File: src/rtl/multicycle_controller_pkg.sv
// Shared types and constants for the multicycle RISC-V controller: FSM states, opcodes,
// ALU control/ALUOp codes and the Moore output decode per state.
package multicycle_controller_pkg;

    typedef enum logic [3:0] {
        StFetch,
        StDecode,
        StMemAdr,
        StMemRead,
        StMemWb,
        StMemWrite,
        StExecR,
        StExecI,
        StAluWb,
        StBranch,
        StJal
    } state_e;

    localparam logic [6:0] OpLoad   = 7'b0000011;
    localparam logic [6:0] OpStore  = 7'b0100011;
    localparam logic [6:0] OpRtype  = 7'b0110011;
    localparam logic [6:0] OpItype  = 7'b0010011;
    localparam logic [6:0] OpBranch = 7'b1100011;
    localparam logic [6:0] OpJal    = 7'b1101111;

    typedef enum logic [2:0] {
        AluAdd = 3'b000,
        AluSub = 3'b001,
        AluAnd = 3'b010,
        AluOr  = 3'b011,
        AluSlt = 3'b101
    } alu_ctrl_e;

    typedef enum logic [1:0] {
        AluOpAdd   = 2'b00,
        AluOpSub   = 2'b01,
        AluOpFunct = 2'b10
    } alu_op_e;

    // Unconditional (pure Moore) part of the outputs; conditional terms are added in the top.
    typedef struct packed {
        logic       pc_write;
        logic       reg_write;
        logic       mem_write;
        logic       adr_src;
        logic       done;
        logic [1:0] result_src;
        logic [1:0] alu_src_a;
        logic [1:0] alu_src_b;
        alu_op_e    alu_op;
    } moore_t;

    function automatic moore_t moore_out(input state_e s);
        moore_t m;
        m = '0;
        case (s)
            StFetch: begin
                m.result_src = 2'b10;
                m.alu_src_b  = 2'b10;
            end
            StDecode: begin
                m.alu_src_a = 2'b01;
                m.alu_src_b = 2'b01;
            end
            StMemAdr: begin
                m.alu_src_a = 2'b10;
                m.alu_src_b = 2'b01;
            end
            StMemRead: m.adr_src = 1'b1;
            StMemWb: begin
                m.result_src = 2'b01;
                m.reg_write  = 1'b1;
                m.done       = 1'b1;
            end
            StMemWrite: begin
                m.adr_src   = 1'b1;
                m.mem_write = 1'b1;
            end
            StExecR: begin
                m.alu_src_a = 2'b10;
                m.alu_op    = AluOpFunct;
            end
            StExecI: begin
                m.alu_src_a = 2'b10;
                m.alu_src_b = 2'b01;
                m.alu_op    = AluOpFunct;
            end
            StAluWb: begin
                m.reg_write = 1'b1;
                m.done      = 1'b1;
            end
            StBranch: begin
                m.alu_src_a = 2'b10;
                m.alu_op    = AluOpSub;
                m.done      = 1'b1;
            end
            StJal: begin
                m.alu_src_a = 2'b01;
                m.alu_src_b = 2'b10;
                m.pc_write  = 1'b1;
                m.reg_write = 1'b1;
                m.done      = 1'b1;
            end
            default: ;
        endcase
        return m;
    endfunction

    function automatic logic [1:0] imm_src(input logic [6:0] op);
        case (op)
            OpLoad, OpItype: return 2'b00;
            OpStore:         return 2'b01;
            OpBranch:        return 2'b10;
            OpJal:           return 2'b11;
            default:         return 2'b00;
        endcase
    endfunction

endpackage

File: src/rtl/multicycle_controller_if.sv
// Instruction/flag inputs and datapath control outputs of the multicycle controller.
// master: controller side; slave: datapath side.
interface multicycle_controller_if #(
    parameter int unsigned ALUCTRL_W = 3
);
    logic [6:0]           op;
    logic [2:0]           funct3;
    logic                 funct7;
    logic                 zero;
    logic                 lt;
    logic                 mem_ready;
    logic                 PCWrite;
    logic                 IRWrite;
    logic                 RegWrite;
    logic                 MemWrite;
    logic                 AdrSrc;
    logic [1:0]           ResultSrc;
    logic [1:0]           ALUSrcA;
    logic [1:0]           ALUSrcB;
    logic [1:0]           ImmSrc;
    logic [ALUCTRL_W-1:0] ALUControl;
    logic                 instr_done;
    logic                 illegal;

    modport master (
        input  op, funct3, funct7, zero, lt, mem_ready,
        output PCWrite, IRWrite, RegWrite, MemWrite, AdrSrc, ResultSrc, ALUSrcA, ALUSrcB,
               ImmSrc, ALUControl, instr_done, illegal
    );

    modport slave (
        output op, funct3, funct7, zero, lt, mem_ready,
        input  PCWrite, IRWrite, RegWrite, MemWrite, AdrSrc, ResultSrc, ALUSrcA, ALUSrcB,
               ImmSrc, ALUControl, instr_done, illegal
    );
endinterface

File: src/rtl/mc_alu_decoder.sv
// Combinational ALU decoder: ALUOp plus funct fields to ALUControl, zero-extended to
// ALUCTRL_W bits.
module mc_alu_decoder
    import multicycle_controller_pkg::*;
#(
    parameter int unsigned ALUCTRL_W = 3
) (
    input  alu_op_e              alu_op,
    input  logic [2:0]           funct3,
    input  logic                 funct7,
    input  logic                 op5,
    output logic [ALUCTRL_W-1:0] alu_control
);

    alu_ctrl_e ctrl;

    always_comb begin
        ctrl = AluAdd;
        case (alu_op)
            AluOpSub: ctrl = AluSub;
            AluOpFunct: begin
                case (funct3)
                    // Only R-type (op[5]=1) can subtract; addi ignores bit 30.
                    3'b000:  ctrl = (op5 && funct7) ? AluSub : AluAdd;
                    3'b010:  ctrl = AluSlt;
                    3'b110:  ctrl = AluOr;
                    3'b111:  ctrl = AluAnd;
                    default: ctrl = AluAdd;
                endcase
            end
            default: ctrl = AluAdd;
        endcase
    end

    assign alu_control = ALUCTRL_W'(ctrl);

endmodule

File: src/rtl/multicycle_controller.sv
// Multicycle RISC-V control FSM (lw/sw/R/I/beq/jal). Defining MC_CTRL_BRANCH_EXT_EN adds
// BNE/BLT/BGE evaluation in the BRANCH state.
module multicycle_controller
    import multicycle_controller_pkg::*;
#(
    parameter int unsigned ALUCTRL_W       = 3,
    parameter int unsigned FETCH_PC_OFFSET = 4
) (
    input logic                    clk,
    input logic                    rst_n,
    multicycle_controller_if.master bus
);

    state_e state_q, state_d;
    moore_t moore_q;
    logic   illegal_op;
    logic   taken;
    logic   fetch_go;

    // PC increment is fixed by ALUSrcB=10 in FETCH; the parameter only documents it.
    logic [31:0] unused_pc_offset;
    assign unused_pc_offset = 32'(FETCH_PC_OFFSET);

    always_comb begin
        state_d    = state_q;
        illegal_op = 1'b0;
        unique case (state_q)
            StFetch:    if (bus.mem_ready) state_d = StDecode;
            StDecode: begin
                case (bus.op)
                    OpLoad, OpStore: state_d = StMemAdr;
                    OpRtype:         state_d = StExecR;
                    OpItype:         state_d = StExecI;
                    OpBranch:        state_d = StBranch;
                    OpJal:           state_d = StJal;
                    default: begin
                        state_d    = StFetch;
                        illegal_op = 1'b1;
                    end
                endcase
            end
            StMemAdr:   state_d = bus.op[5] ? StMemWrite : StMemRead;
            StMemRead:  if (bus.mem_ready) state_d = StMemWb;
            StMemWrite: if (bus.mem_ready) state_d = StFetch;
            StExecR, StExecI: state_d = StAluWb;
            default:    state_d = StFetch;
        endcase
    end

    // Moore outputs are registered from the next state so they line up with state_q.
    always_ff @(posedge clk or negedge rst_n) begin
        if (!rst_n) begin
            state_q <= StFetch;
            moore_q <= moore_out(StFetch);
        end else begin
            state_q <= state_d;
            moore_q <= moore_out(state_d);
        end
    end

`ifdef MC_CTRL_BRANCH_EXT_EN
    always_comb begin
        case (bus.funct3)
            3'b001:  taken = !bus.zero;
            3'b100:  taken = bus.lt;
            3'b101:  taken = !bus.lt;
            default: taken = bus.zero;
        endcase
    end
`else
    assign taken = bus.zero;
    logic unused_lt;
    assign unused_lt = bus.lt;
`endif

    // rst_n gates the fetch handshake so no enable can assert while reset is held.
    assign fetch_go = rst_n && (state_q == StFetch) && bus.mem_ready;

    assign bus.IRWrite    = fetch_go;
    assign bus.PCWrite    = fetch_go || moore_q.pc_write || ((state_q == StBranch) && taken);
    assign bus.RegWrite   = moore_q.reg_write;
    assign bus.MemWrite   = moore_q.mem_write;
    assign bus.AdrSrc     = moore_q.adr_src;
    assign bus.ResultSrc  = moore_q.result_src;
    assign bus.ALUSrcA    = moore_q.alu_src_a;
    assign bus.ALUSrcB    = moore_q.alu_src_b;
    assign bus.ImmSrc     = imm_src(bus.op);
    assign bus.illegal    = (state_q == StDecode) && illegal_op;
    assign bus.instr_done = moore_q.done || bus.illegal ||
                            ((state_q == StMemWrite) && bus.mem_ready);

    mc_alu_decoder #(
        .ALUCTRL_W(ALUCTRL_W)
    ) u_alu_decoder (
        .alu_op     (moore_q.alu_op),
        .funct3     (bus.funct3),
        .funct7     (bus.funct7),
        .op5        (bus.op[5]),
        .alu_control(bus.ALUControl)
    );

endmodule

File: src/flat_wrapper.sv
// flat-port wrapper written by rule: the top's interface ports become plain ports
module multicycle_controller_flat import multicycle_controller_pkg::*;
#(
    parameter int unsigned ALUCTRL_W       = 3,
    parameter int unsigned FETCH_PC_OFFSET = 4
)
  (clk, rst_n, bus_op, bus_funct3, bus_funct7, bus_zero, bus_lt, bus_mem_ready, bus_PCWrite, bus_IRWrite, bus_RegWrite, bus_MemWrite, bus_AdrSrc, bus_ResultSrc, bus_ALUSrcA, bus_ALUSrcB, bus_ImmSrc, bus_ALUControl, bus_instr_done, bus_illegal);
  multicycle_controller_if #(.ALUCTRL_W(ALUCTRL_W)) bus_i ();
  input logic clk;
  input logic rst_n;
  input wire logic [$bits(bus_i.op)-1:0] bus_op;
  input wire logic [$bits(bus_i.funct3)-1:0] bus_funct3;
  input wire logic [$bits(bus_i.funct7)-1:0] bus_funct7;
  input wire logic [$bits(bus_i.zero)-1:0] bus_zero;
  input wire logic [$bits(bus_i.lt)-1:0] bus_lt;
  input wire logic [$bits(bus_i.mem_ready)-1:0] bus_mem_ready;
  output wire logic [$bits(bus_i.PCWrite)-1:0] bus_PCWrite;
  output wire logic [$bits(bus_i.IRWrite)-1:0] bus_IRWrite;
  output wire logic [$bits(bus_i.RegWrite)-1:0] bus_RegWrite;
  output wire logic [$bits(bus_i.MemWrite)-1:0] bus_MemWrite;
  output wire logic [$bits(bus_i.AdrSrc)-1:0] bus_AdrSrc;
  output wire logic [$bits(bus_i.ResultSrc)-1:0] bus_ResultSrc;
  output wire logic [$bits(bus_i.ALUSrcA)-1:0] bus_ALUSrcA;
  output wire logic [$bits(bus_i.ALUSrcB)-1:0] bus_ALUSrcB;
  output wire logic [$bits(bus_i.ImmSrc)-1:0] bus_ImmSrc;
  output wire logic [$bits(bus_i.ALUControl)-1:0] bus_ALUControl;
  output wire logic [$bits(bus_i.instr_done)-1:0] bus_instr_done;
  output wire logic [$bits(bus_i.illegal)-1:0] bus_illegal;
  assign bus_i.op = bus_op;
  assign bus_i.funct3 = bus_funct3;
  assign bus_i.funct7 = bus_funct7;
  assign bus_i.zero = bus_zero;
  assign bus_i.lt = bus_lt;
  assign bus_i.mem_ready = bus_mem_ready;
  assign bus_PCWrite = bus_i.PCWrite;
  assign bus_IRWrite = bus_i.IRWrite;
  assign bus_RegWrite = bus_i.RegWrite;
  assign bus_MemWrite = bus_i.MemWrite;
  assign bus_AdrSrc = bus_i.AdrSrc;
  assign bus_ResultSrc = bus_i.ResultSrc;
  assign bus_ALUSrcA = bus_i.ALUSrcA;
  assign bus_ALUSrcB = bus_i.ALUSrcB;
  assign bus_ImmSrc = bus_i.ImmSrc;
  assign bus_ALUControl = bus_i.ALUControl;
  assign bus_instr_done = bus_i.instr_done;
  assign bus_illegal = bus_i.illegal;
  multicycle_controller #(.ALUCTRL_W(ALUCTRL_W), .FETCH_PC_OFFSET(FETCH_PC_OFFSET)) u_core (.clk(clk), .rst_n(rst_n), .bus(bus_i));
endmodule
File: config.mk
export PLATFORM = sky130hd
export DESIGN_NAME = multicycle_controller_flat
export DESIGN_NICKNAME = d
export VERILOG_FILES = /design/src/rtl/multicycle_controller_pkg.sv /design/src/rtl/multicycle_controller_if.sv /design/src/rtl/mc_alu_decoder.sv /design/src/rtl/multicycle_controller.sv /design/src/flat_wrapper.sv
export SDC_FILE = /design/constraint.sdc
export NUM_CORES = 1
export LEC_CHECK = 0
export CAP_MARGIN = 20
export CORE_ASPECT_RATIO = 0.6
export CORE_UTILIZATION = 44
export DETAILED_ROUTE_END_ITERATION = 7
export PLACE_DENSITY = 0.8
export SLEW_MARGIN = 40
export SYNTH_ARGS = -nofsm -noshare
export SYNTH_HDL_FRONTEND = slang
export SYNTH_HIERARCHICAL = 1
export SYNTH_SLANG_ARGS = --single-unit
File: constraint.sdc
create_clock -name clk -period 1.9 [get_ports clk]
set_input_delay 0.285 -clock clk [delete_from_list [all_inputs] [get_ports clk]]
set_output_delay 0.285 -clock clk [all_outputs]
set_load 0.05 [all_outputs]
==> metrics.txt, run 1 <==
status=finished with violations; failing checks=negative setup slack; row count=12; clk sinks=17; synth top area cells=dfrtp_1 37%, dfstp_2 5.2%, buf_4 4.5%; Post-route DRC=0; CTS buffer count=3; Power Density=about 600 nW/µm²; clk root buf=clkbuf_8; Fin. Hold Viols=0; post-route core utilization=0.898; area leader, netlist=dfrtp_1; commonest non-fill, non-tap cell in the layout=buf_4; CP endpoint kind=register; Worst Reg-to-Reg Cells=6; global route overflow=0; Synth async-reset ratio=1.00; initial antenna violation count=0; CTS tree=done; I/O pins=34; unrepaired setup endpoints after global routing=true; H-tree depth=1; post-synth top area share=0.374; maximum clock path buffer count=2; Clk pin slew, worst setup/hold paths=0.07 ns; gpl congestion=0.835; Total Wirelength=between 3 and 4 mm; most frequent cells in the layout=32 x buf_4, 14 x dfrtp_1, 13 x clkdlybuf4s50_1; Syn. warnings=6; Peak VDD IR=0.576 mV; fin crit share=1.10; first-pass GRT wire length=slightly above 5 mm; Slew @ Worst Pin=~0.5 ns; Fmax achieved=0.478 GHz; CP arrival=2.27 ns; die height=around 40 µm; setup ws final=-0.192 ns; Final Net Count=between 150 and 200; DR vias=approximately 1,100; DIE AREA=about 2500 µm²; synthesis-to-finish area growth=78.5%; core area=approximately 2000 µm²; Mapped Avg Cell Area=between 9 and 10 µm²; HPWL after DPL=approximately 2.2 mm; Worst Skew=0.00383 ns; Syn Nets=between 100 and 150; maxcap violations=0; vias in the first global route=between 1,000 and 1,500; Ant. Diodes=0; number of synthesized flops with an enable pin=0; final-report max-slew violation count=0; max_slew headroom=0.664; Synth Instances=just over 100; WS Path Type=reg2reg; PortBufs=32; type of the worst min-delay path=in2async; required time of the critical path=around 2.1 ns; Via-to-Cell Ratio=between 5 and 6; Clk Latency, worst-skew pair=~0.26 ns; largest net degree at the start of global routing=18; Netlist cell types=40; die width=about 64 µm; Synth Register Bits=17; share of cells above drive strength 1=0.494; fin crit period=about 2.1 ns; Seq/Total Area, Yosys=0.426; setup_tns=-0.896 ns; crit-path max FO=7; Synth Cell Area=1000 µm²; Synth Flop Type=dfrtp_1; leakage dissipation=around 0.85 nW; Initial Util=0.503; Wirelength per Cell=around 21 µm; DRT Pass-1 Iters=4; FILL cells=around 90; setup violators final=10; Routed Antenna Nets=0; Worst Setup Start Kind=register; initial DRC count=75; gr usage total=0.299; Hold-fix buffers, CTS=0
==> registers in the layout (all words and copies together) (netlist names) <==
register	cells
u_core/moore_q	4
u_core/state_q	4
u_core/bus.ALUSrcA	2
u_core/bus.ALUSrcB	2
u_core/bus.ResultSrc	2
u_core/bus.AdrSrc	1
u_core/bus.MemWrite	1
u_core/bus.RegWrite	1
==> worst max-delay path, stage by stage, from the launching register on <==
cell and delay [ns]:
dfrtp_1 0.41, or4b_4 0.61, buf_12 0.16, a211oi_1 0.24
a311o_2 0.30, nand2_1 0.13, nor2_1 0.15
==> synthesized netlist by cell type (2+ instances only) <==
master / number
a21oi_1: 3
inv_1: 11
nor3_1: 2
nor2b_1: 2
and2_1: 3
nand3_1: 3
o21ai_0: 2
a211oi_1: 2
dfrtp_1: 15
nor2_1: 12
ha_1: 2
buf_4: 6
nand2_1: 7
nand3b_1: 2
nor4b_1: 2
dfstp_2: 2
a32oi_1: 2
==> where the power goes <==
part | switching (mW) | internal, mW
clock network | 0.132 | 0.146
logic | 0.222 | 0.183
registers | 0.0122 | 0.385
==> per-stage QoR <==
step	setup WS (ns)	power [mW]	area [µm²]	hold WS, ns	cells
floorplan	-0.0937	0.587	1040	-0.0106	101
global placement	-0.240	0.726	1610	0.558	180
detailed placement	-0.256	0.735	1610	0.597	180
CTS	-0.0318	1.03	1720	0.491	186
global route	-0.213	1.12	1790	0.482	190
finish	-0.192	1.08	1790	0.479	190
==> final cells by class <==
class	instances	area (µm²)	share of cell area
Inverter	12	47.5	0.0265
Clock inverter	1	5.00	0.00279
Timing Repair Buffer	64	647	0.361
Sequential cell	17	429	0.239
Multi-Input combinational cell	65	588	0.328
Tap cell	28	35.0	0.0195
Clock buffer	3	41.3	0.0230
==> kinds of logic after synthesis <==
group | after synthesis | share of synthesized area
and+or+nand+nor | 42 | 0.280
AOI/OAI and AO/OA | 20 | 0.158
buffers and inverters | 19 | 0.102
DFF | 17 | 0.426
adders and majority gates | 2 | 0.0249
xor gates and xnor gates | 1 | 0.00872
==> routing by layer <==
layer | GRT usage | vias up | routed length (µm) | share of wire
li1 | - | 470 | - | -
met1 | 0.356 | 536 | 1530 | 0.39
met2 | 0.529 | 78 | 1830 | 0.46
met3 | 0.0941 | 20 | 463 | 0.12
met4 | 0.0909 | 0 | 120 | 0.030
met5 | 0 | - | 0 | 0
==> what timing repair did <==
item / 4_1_cts / 5_1_grt
resized for setup: 20 / 10
pin swaps: 4 / 7
setup endpoints to repair: 5 / 8
buffers inserted: 2 / 4
==> path summary, 6_finish.rpt <==
path | start | endpoint | slack [ns]
max reg2reg | u_core/state_q[3]$_DFF_PN0_ | u_core/bus.MemWrite$_DFF_PN0_ | -0.19
min in group clk | bus_op[6] | u_core/bus.ALUSrcA[1]$_DFF_PN0_ | 0.66
max | u_core/state_q[3]$_DFF_PN0_ | u_core/bus.MemWrite$_DFF_PN0_ | -0.19
max in group asynchronous | rst_n | u_core/bus.ResultSrc[1]$_DFF_PN1_ | 1.17
min reg2reg | u_core/state_q[3]$_DFF_PN0_ | u_core/bus.AdrSrc$_DFF_PN0_ | 0.70
min | rst_n | u_core/state_q[2]$_DFF_PN0_ | 0.48
(Power assumes the default switching activity.)
==> run 2, diff against run 1 <==
--- a/config.mk
+++ b/config.mk
@@ -7,9 +7,9 @@
 export LEC_CHECK = 0
 export CAP_MARGIN = 20
 export CORE_ASPECT_RATIO = 0.6
-export CORE_UTILIZATION = 44
+export CORE_UTILIZATION = 37
 export DETAILED_ROUTE_END_ITERATION = 7
-export PLACE_DENSITY = 0.8
+export PLACE_DENSITY = 0.69
 export SLEW_MARGIN = 40
 export SYNTH_ARGS = -nofsm -noshare
 export SYNTH_HDL_FRONTEND = slang
==> metrics.txt, run 2 (synthesis gave the netlist of run 1 again) <==
status=finished with violations; failing checks=negative setup slack; initial DRC count=75 (unchanged); required time of the critical path=1.62 ns (-0.46 ns); Clk pin slew, worst setup/hold paths=0.07 ns (about the same); gpl congestion=0.832 (-0.34%); leakage dissipation=0.904 nW (+5.8%); Slew @ Worst Pin=0.500 ns (-0.00185 ns); Worst Reg-to-Reg Cells=6 (unchanged); setup ws final=-0.0660 ns (+0.126 ns); DIE AREA=2930 µm² (+18%); synthesis-to-finish area growth=85.2%; Worst Setup Start Kind=register; Gate power share=0.377 (+0.002); Sw Share=0.333 (-0.00630); Setup crit end=bus_instr_done; maxcap violations=0 (unchanged); maximum clock path buffer count=2 (unchanged); die height=42.4 µm (+8.6%); RR Startpoint=u_core/state_q[0]$_DFF_PN0_; unrepaired setup endpoints after global routing=true; clk sinks=17 (unchanged); non-filler cells, final=199 (+4.7%); Total Wirelength=3.19 mm (-19%); WS Path Type=reg2out; CP endpoint kind=primary output; Worst Skew=0.00154 ns (-0.00229 ns); reg-to-reg endpoint=u_core/bus.ALUSrcB[0]$_DFF_PN0_; Ant. Diodes=0 (unchanged); PortBufs=32 (unchanged); Clock power frac=0.258 (about the same); CTS buffer count=3 (unchanged); Power Density=580 nW/µm² (-3.6%); gr usage total=0.216 (-0.0832); initial antenna violation count=0 (unchanged); DR vias=1,044 (-5.4%); Wirelength per Cell=16.0 µm (-23%); commonest non-fill, non-tap cell in the layout=buf_4; share of cells above drive strength 1=0.509 (+0.0152); HPWL after DPL=2.18 mm (-0.57%); FILL cells=158 (+72%); Design Power=1.08 mW (about the same); CP startpoint=u_core/state_q[2]$_DFF_PN0_; Fmax achieved=0.509 GHz (+6.4%); max_slew headroom=0.665 (+0.00124); row count=14 (+2); DP Cell Count=189 (+5.0%); global route overflow=0 (unchanged); Peak VDD IR=0.461 mV (-20%); P_sw=0.359 mW (-1.8%); type of the worst min-delay path=in2async; crit-path max FO=2 (-5); fin crit period=1.97 ns (-0.126 ns); die width=69.3 µm (+8.8%); vias in the first global route=1,042 (-0.19%); r2r setup slk=-0.01 ns (+0.18 ns); Final Net Count=186 (+2.8%); Post-route DRC=0 (unchanged); area of the multi-input gates=601 µm² (+2.1%); largest registers=u_core/moore_q: 4 flops, u_core/state_q: 4 flops; FF/Latch Area=428 µm² (-0.29%); fin crit share=1.03 (-0.0662); Via-to-Cell Ratio=5.25 (-9.7%); DRT Pass-1 Iters=4 (unchanged); CP arrival=1.68 ns (-0.59 ns); setup_tns=-0.0801 ns (+0.816 ns); core area=2540 µm² (+27%); CTS tree=done; I/O pins=34 (unchanged); most frequent cells in the layout=35 x buf_4, 15 x dfrtp_1, 13 x clkdlybuf4s50_1; internal power=0.721 mW (+0.98%); Initial Util=0.396 (-0.108); Clk Latency, worst-skew pair=0.26 ns (about the same); final-report max-slew violation count=0 (unchanged); H-tree depth=1 (unchanged); first-pass GRT wire length=4.80 mm (-7.0%); Fin. Hold Viols=0 (unchanged); largest net degree at the start of global routing=18 (unchanged); clk root buf=clkbuf_8; Seq pwr share=0.364 (-0.004); setup violators final=3 (-7); Routed Antenna Nets=0 (unchanged)
## run 2: cell types whose count changed in the layout (fill, tap and decap cells not counted), moves of 2 or more
cell	before	now
dlymetal6s2s_1	0	3
buf_4	32	35
buf_6	1	3
dlygate4sd2_1	8	4
## run 2: worst min-delay path by stage
| stage | startpoint | endpoint | slack [ns] | cells after the start |
|---|---|---|---|---|
| after floorplan | rst_n | u_core/bus.ALUSrcA[0]$_DFF_PN0_ | -0.01 | 0 |
| after global placement | u_core/state_q[3]$_DFF_PN0_ | u_core/bus.AdrSrc$_DFF_PN0_ | 0.56 | 2 |
| after detailed placement | u_core/state_q[3]$_DFF_PN0_ | u_core/bus.AdrSrc$_DFF_PN0_ | 0.59 | 2 |
| after CTS | rst_n | u_core/bus.RegWrite$_DFF_PN0_ | 0.47 | 2 |
| after global routing | rst_n | u_core/bus.ResultSrc[0]$_DFF_PN0_ | 0.49 | 2 |
| final | rst_n | u_core/bus.ResultSrc[0]$_DFF_PN0_ | 0.47 | 2 |
## run 2: what timing repair did
| action | 4_1_cts | 5_1_grt |
|---|---|---|
| buffers inserted | 3 | 4 |
| cloned | 0 | 0 |
| hold buffers | 0 | 0 |
| resized for setup | 17 | 17 |
| pin swaps | 4 | 10 |
| setup endpoints to repair | 4 | 13 |
## run 2: critical path: stages (launching register included)
cell and delay, ns:
dfrtp_1 0.38, or4b_4 0.58, a21oi_4 0.16, a311o_2 0.15
buf_8 0.14
## run 2: layout make-up
| cell class | instances | area share |
|---|---|---|
| Clock buffer | 3 | 0.0222 |
| Clock inverter | 1 | 0.00269 |
| Inverter | 12 | 0.0249 |
| Multi-Input combinational cell | 65 | 0.323 |
| Sequential cell | 17 | 0.230 |
| Tap cell | 32 | 0.0215 |
| Timing Repair Buffer | 69 | 0.376 |
## run 2: through the flow
stage	worst slack, ns	utilization	hold WS [ns]	cell area [µm²]
floorplan	-0.0937	-	-0.0106	1040
global placement	-0.275	0.651	0.560	1650
detailed placement	-0.259	0.651	0.586	1650
CTS	-0.0581	0.699	0.471	1770
global route	-0.0908	0.733	0.492	1860
finish	-0.0660	0.733	0.468	1860
## run 2: routing by layer
metal | share of wire | track usage | vias to the layer above | wire (µm)
met2 | 0.50 | 0.346 | 47 | 1590
met4 | 0.028 | 0.0816 | 0 | 89
met5 | 0 | 0 | - | 0
li1 | - | - | 481 | -
met1 | 0.41 | 0.276 | 506 | 1300
met3 | 0.065 | 0.0673 | 10 | 208
## run 2: power by group through the flow
stage	clock (mW)	sequential [mW]	combinational (mW)
floorplan	0	0.404	0.184
global placement	0	0.397	0.337
detailed placement	0	0.398	0.343
CTS	0.281	0.392	0.375
global route	0.293	0.395	0.427
finish	0.279	0.393	0.407
==> run 3, diff against run 2 <==
--- a/config.mk
+++ b/config.mk
@@ -7,9 +7,10 @@
 export LEC_CHECK = 0
 export CAP_MARGIN = 20
 export CORE_ASPECT_RATIO = 0.6
-export CORE_UTILIZATION = 37
+export CORE_UTILIZATION = 30
 export DETAILED_ROUTE_END_ITERATION = 7
-export PLACE_DENSITY = 0.69
+export HOLD_SLACK_MARGIN = 0.12
+export PLACE_DENSITY_LB_ADDON = 0.1
 export SLEW_MARGIN = 40
 export SYNTH_ARGS = -nofsm -noshare
 export SYNTH_HDL_FRONTEND = slang
==> metrics.txt, run 3 (synthesis gave the netlist of run 1 again) <==
Peak VDD IR=0.270 mV (-41%); CP endpoint kind=primary output; post-route core utilization=0.593 (-0.139); RR Startpoint=u_core/state_q[2]$_DFF_PN0_; Fin. Hold Viols=0 (unchanged); worst slack, placed=-0.242 ns (+0.0172 ns); status=finished with violations; Fmax achieved=0.514 GHz (+1.1%); CTS buffer count=3 (unchanged); Wirelength per Cell=13.3 µm (-17%); setup ws final=-0.0454 ns (+0.0206 ns); CTS tree=done; type of the worst min-delay path=in2async; fin crit period=1.95 ns (-0.0206 ns); DIE AREA=3590 µm² (+22%); clk sinks=17 (unchanged); global route overflow=0 (unchanged); PortBufs=32 (unchanged); Ant. Diodes=0 (unchanged); Design Power=1.04 mW (-4.0%); DRT Pass-1 Iters=4 (unchanged); final-report max-slew violation count=0 (unchanged); leakage dissipation=0.843 nW (-6.8%); Power Density=578 nW/µm² (-0.35%); Initial Util=0.333 (-0.0631); Routed Antenna Nets=0 (unchanged); required time of the critical path=1.62 ns (about the same); HPWL after DPL=2.04 mm (-6.2%); core area=3020 µm² (+19%); die width=76.7 µm (+11%); Clk pin slew, worst setup/hold paths=0.07 ns (about the same); vias in the first global route=884 (-15%); unrepaired setup endpoints after global routing=true; share of cells above drive strength 1=0.462 (-0.0470); H-tree depth=1 (unchanged); DR vias=923 (-12%); initial DRC count=18 (-76%); Clk Latency, worst-skew pair=0.25 ns (about the same); Hold-fix buffers, CTS=0 (unchanged); Total Wirelength=2.66 mm (-17%); Worst Setup Start Kind=register; Worst Skew=0.00271 ns (+0.00117 ns); Final Net Count=177 (-4.8%); gpl congestion=0.900 (+8.2%); largest net degree at the start of global routing=18 (unchanged); setup_tns=-0.0685 ns (+0.0116 ns); initial antenna violation count=0 (unchanged); WS Path Type=reg2out; failing checks=negative setup slack; fin crit share=1.02 (-0.0108); I/O pins=34 (unchanged); Post-route DRC=0 (unchanged); most frequent cells in the layout=28 x buf_4, 15 x dfrtp_1, 14 x clkdlybuf4s50_1; CP arrival=1.66 ns (-0.02 ns); first-pass GRT wire length=4.19 mm (-13%); max_slew headroom=0.666 (about the same); synthesis-to-finish area growth=78.5%; commonest non-fill, non-tap cell in the layout=buf_4; Via-to-Cell Ratio=4.62 (-12%); maximum clock path buffer count=2 (unchanged); setup violators final=2 (-1); clk root buf=clkbuf_8; crit-path max FO=3 (+1); CP startpoint=u_core/state_q[2]$_DFF_PN0_; largest registers=u_core/moore_q: 4 flops, u_core/state_q: 4 flops; gr usage total=0.156 (-0.0600); Slew @ Worst Pin=0.500 ns (-0.000387 ns); row count=15 (+1); maxcap violations=0 (unchanged); die height=46.8 µm (+11%)
[run 3: cell count changes in the layout (fill, tap and decap cells not counted), sizes merged]
cell,before,now
clkbuf,4,3
clkdlybuf4s50,13,14
dlygate4sd2,4,6
dlymetal6s2s,3,1
buf,48,39
[run 3: per-stage QoR]
step	hold slack (ns)	instances	area, µm²
4_1_cts	0.459	201	1730
2_1_floorplan	-0.0106	101	1040
3_5_place_dp	0.579	195	1640
3_3_place_gp	0.576	195	1640
6_report	0.455	200	1790
5_1_grt	0.470	200	1790
[run 3: worst paths after layout]
check | slack [ns] | end | cells after the start
max | -0.05 | bus_instr_done | 4
min | 0.46 | u_core/bus.RegWrite$_DFF_PN0_ | 2
max reg2reg | 0.04 | u_core/bus.ALUSrcB[0]$_DFF_PN0_ | 7
min reg2reg | 0.60 | u_core/bus.AdrSrc$_DFF_PN0_ | 2
max in group asynchronous | 1.19 | u_core/bus.ALUSrcB[1]$_DFF_PN1_ | 2
min in group clk | 0.56 | u_core/moore_q[1]$_DFF_PN0_ | 3
[run 3: layer usage]
layer,part of all wire,global-route usage,up-vias,wire length [µm]
li1,-,-,465,-
met5,0,0,-,0
met1,0.51,0.221,439,1350
met2,0.44,0.239,15,1180
met4,0.0098,0.0231,0,26
met3,0.038,0.0485,4,100
[run 3: area by class of cell]
class | instances | area (µm²)
Tap cell | 42 | 52.6
Timing Repair Buffer | 60 | 622
Clock inverter | 1 | 5.00
Multi-Input combinational cell | 65 | 598
Inverter | 12 | 46.3
Fill cell | 271 | 1230
Clock buffer | 3 | 41.3
Sequential cell | 17 | 428
[run 3: repair_timing]
action	in CTS	in global routing
gates resized for setup	14	14
pin swaps	4	8
setup endpoints to repair	5	12
buffers inserted	3	1
[run 3: where the power goes]
| group | switching, mW | internal, mW | total (mW) |
|---|---|---|---|
| clock network | 0.124 | 0.146 | 0.269 |
| registers | 0.00619 | 0.384 | 0.391 |
| logic | 0.203 | 0.174 | 0.377 |
| total | 0.333 | 0.704 | 1.04 |
[run 3: critical path, cell delays in order (launching register included)]
cell and delay, ns:
dfrtp_1 0.38, or4b_4 0.60, a21oi_4 0.15, a311o_2 0.14
buf_8 0.14
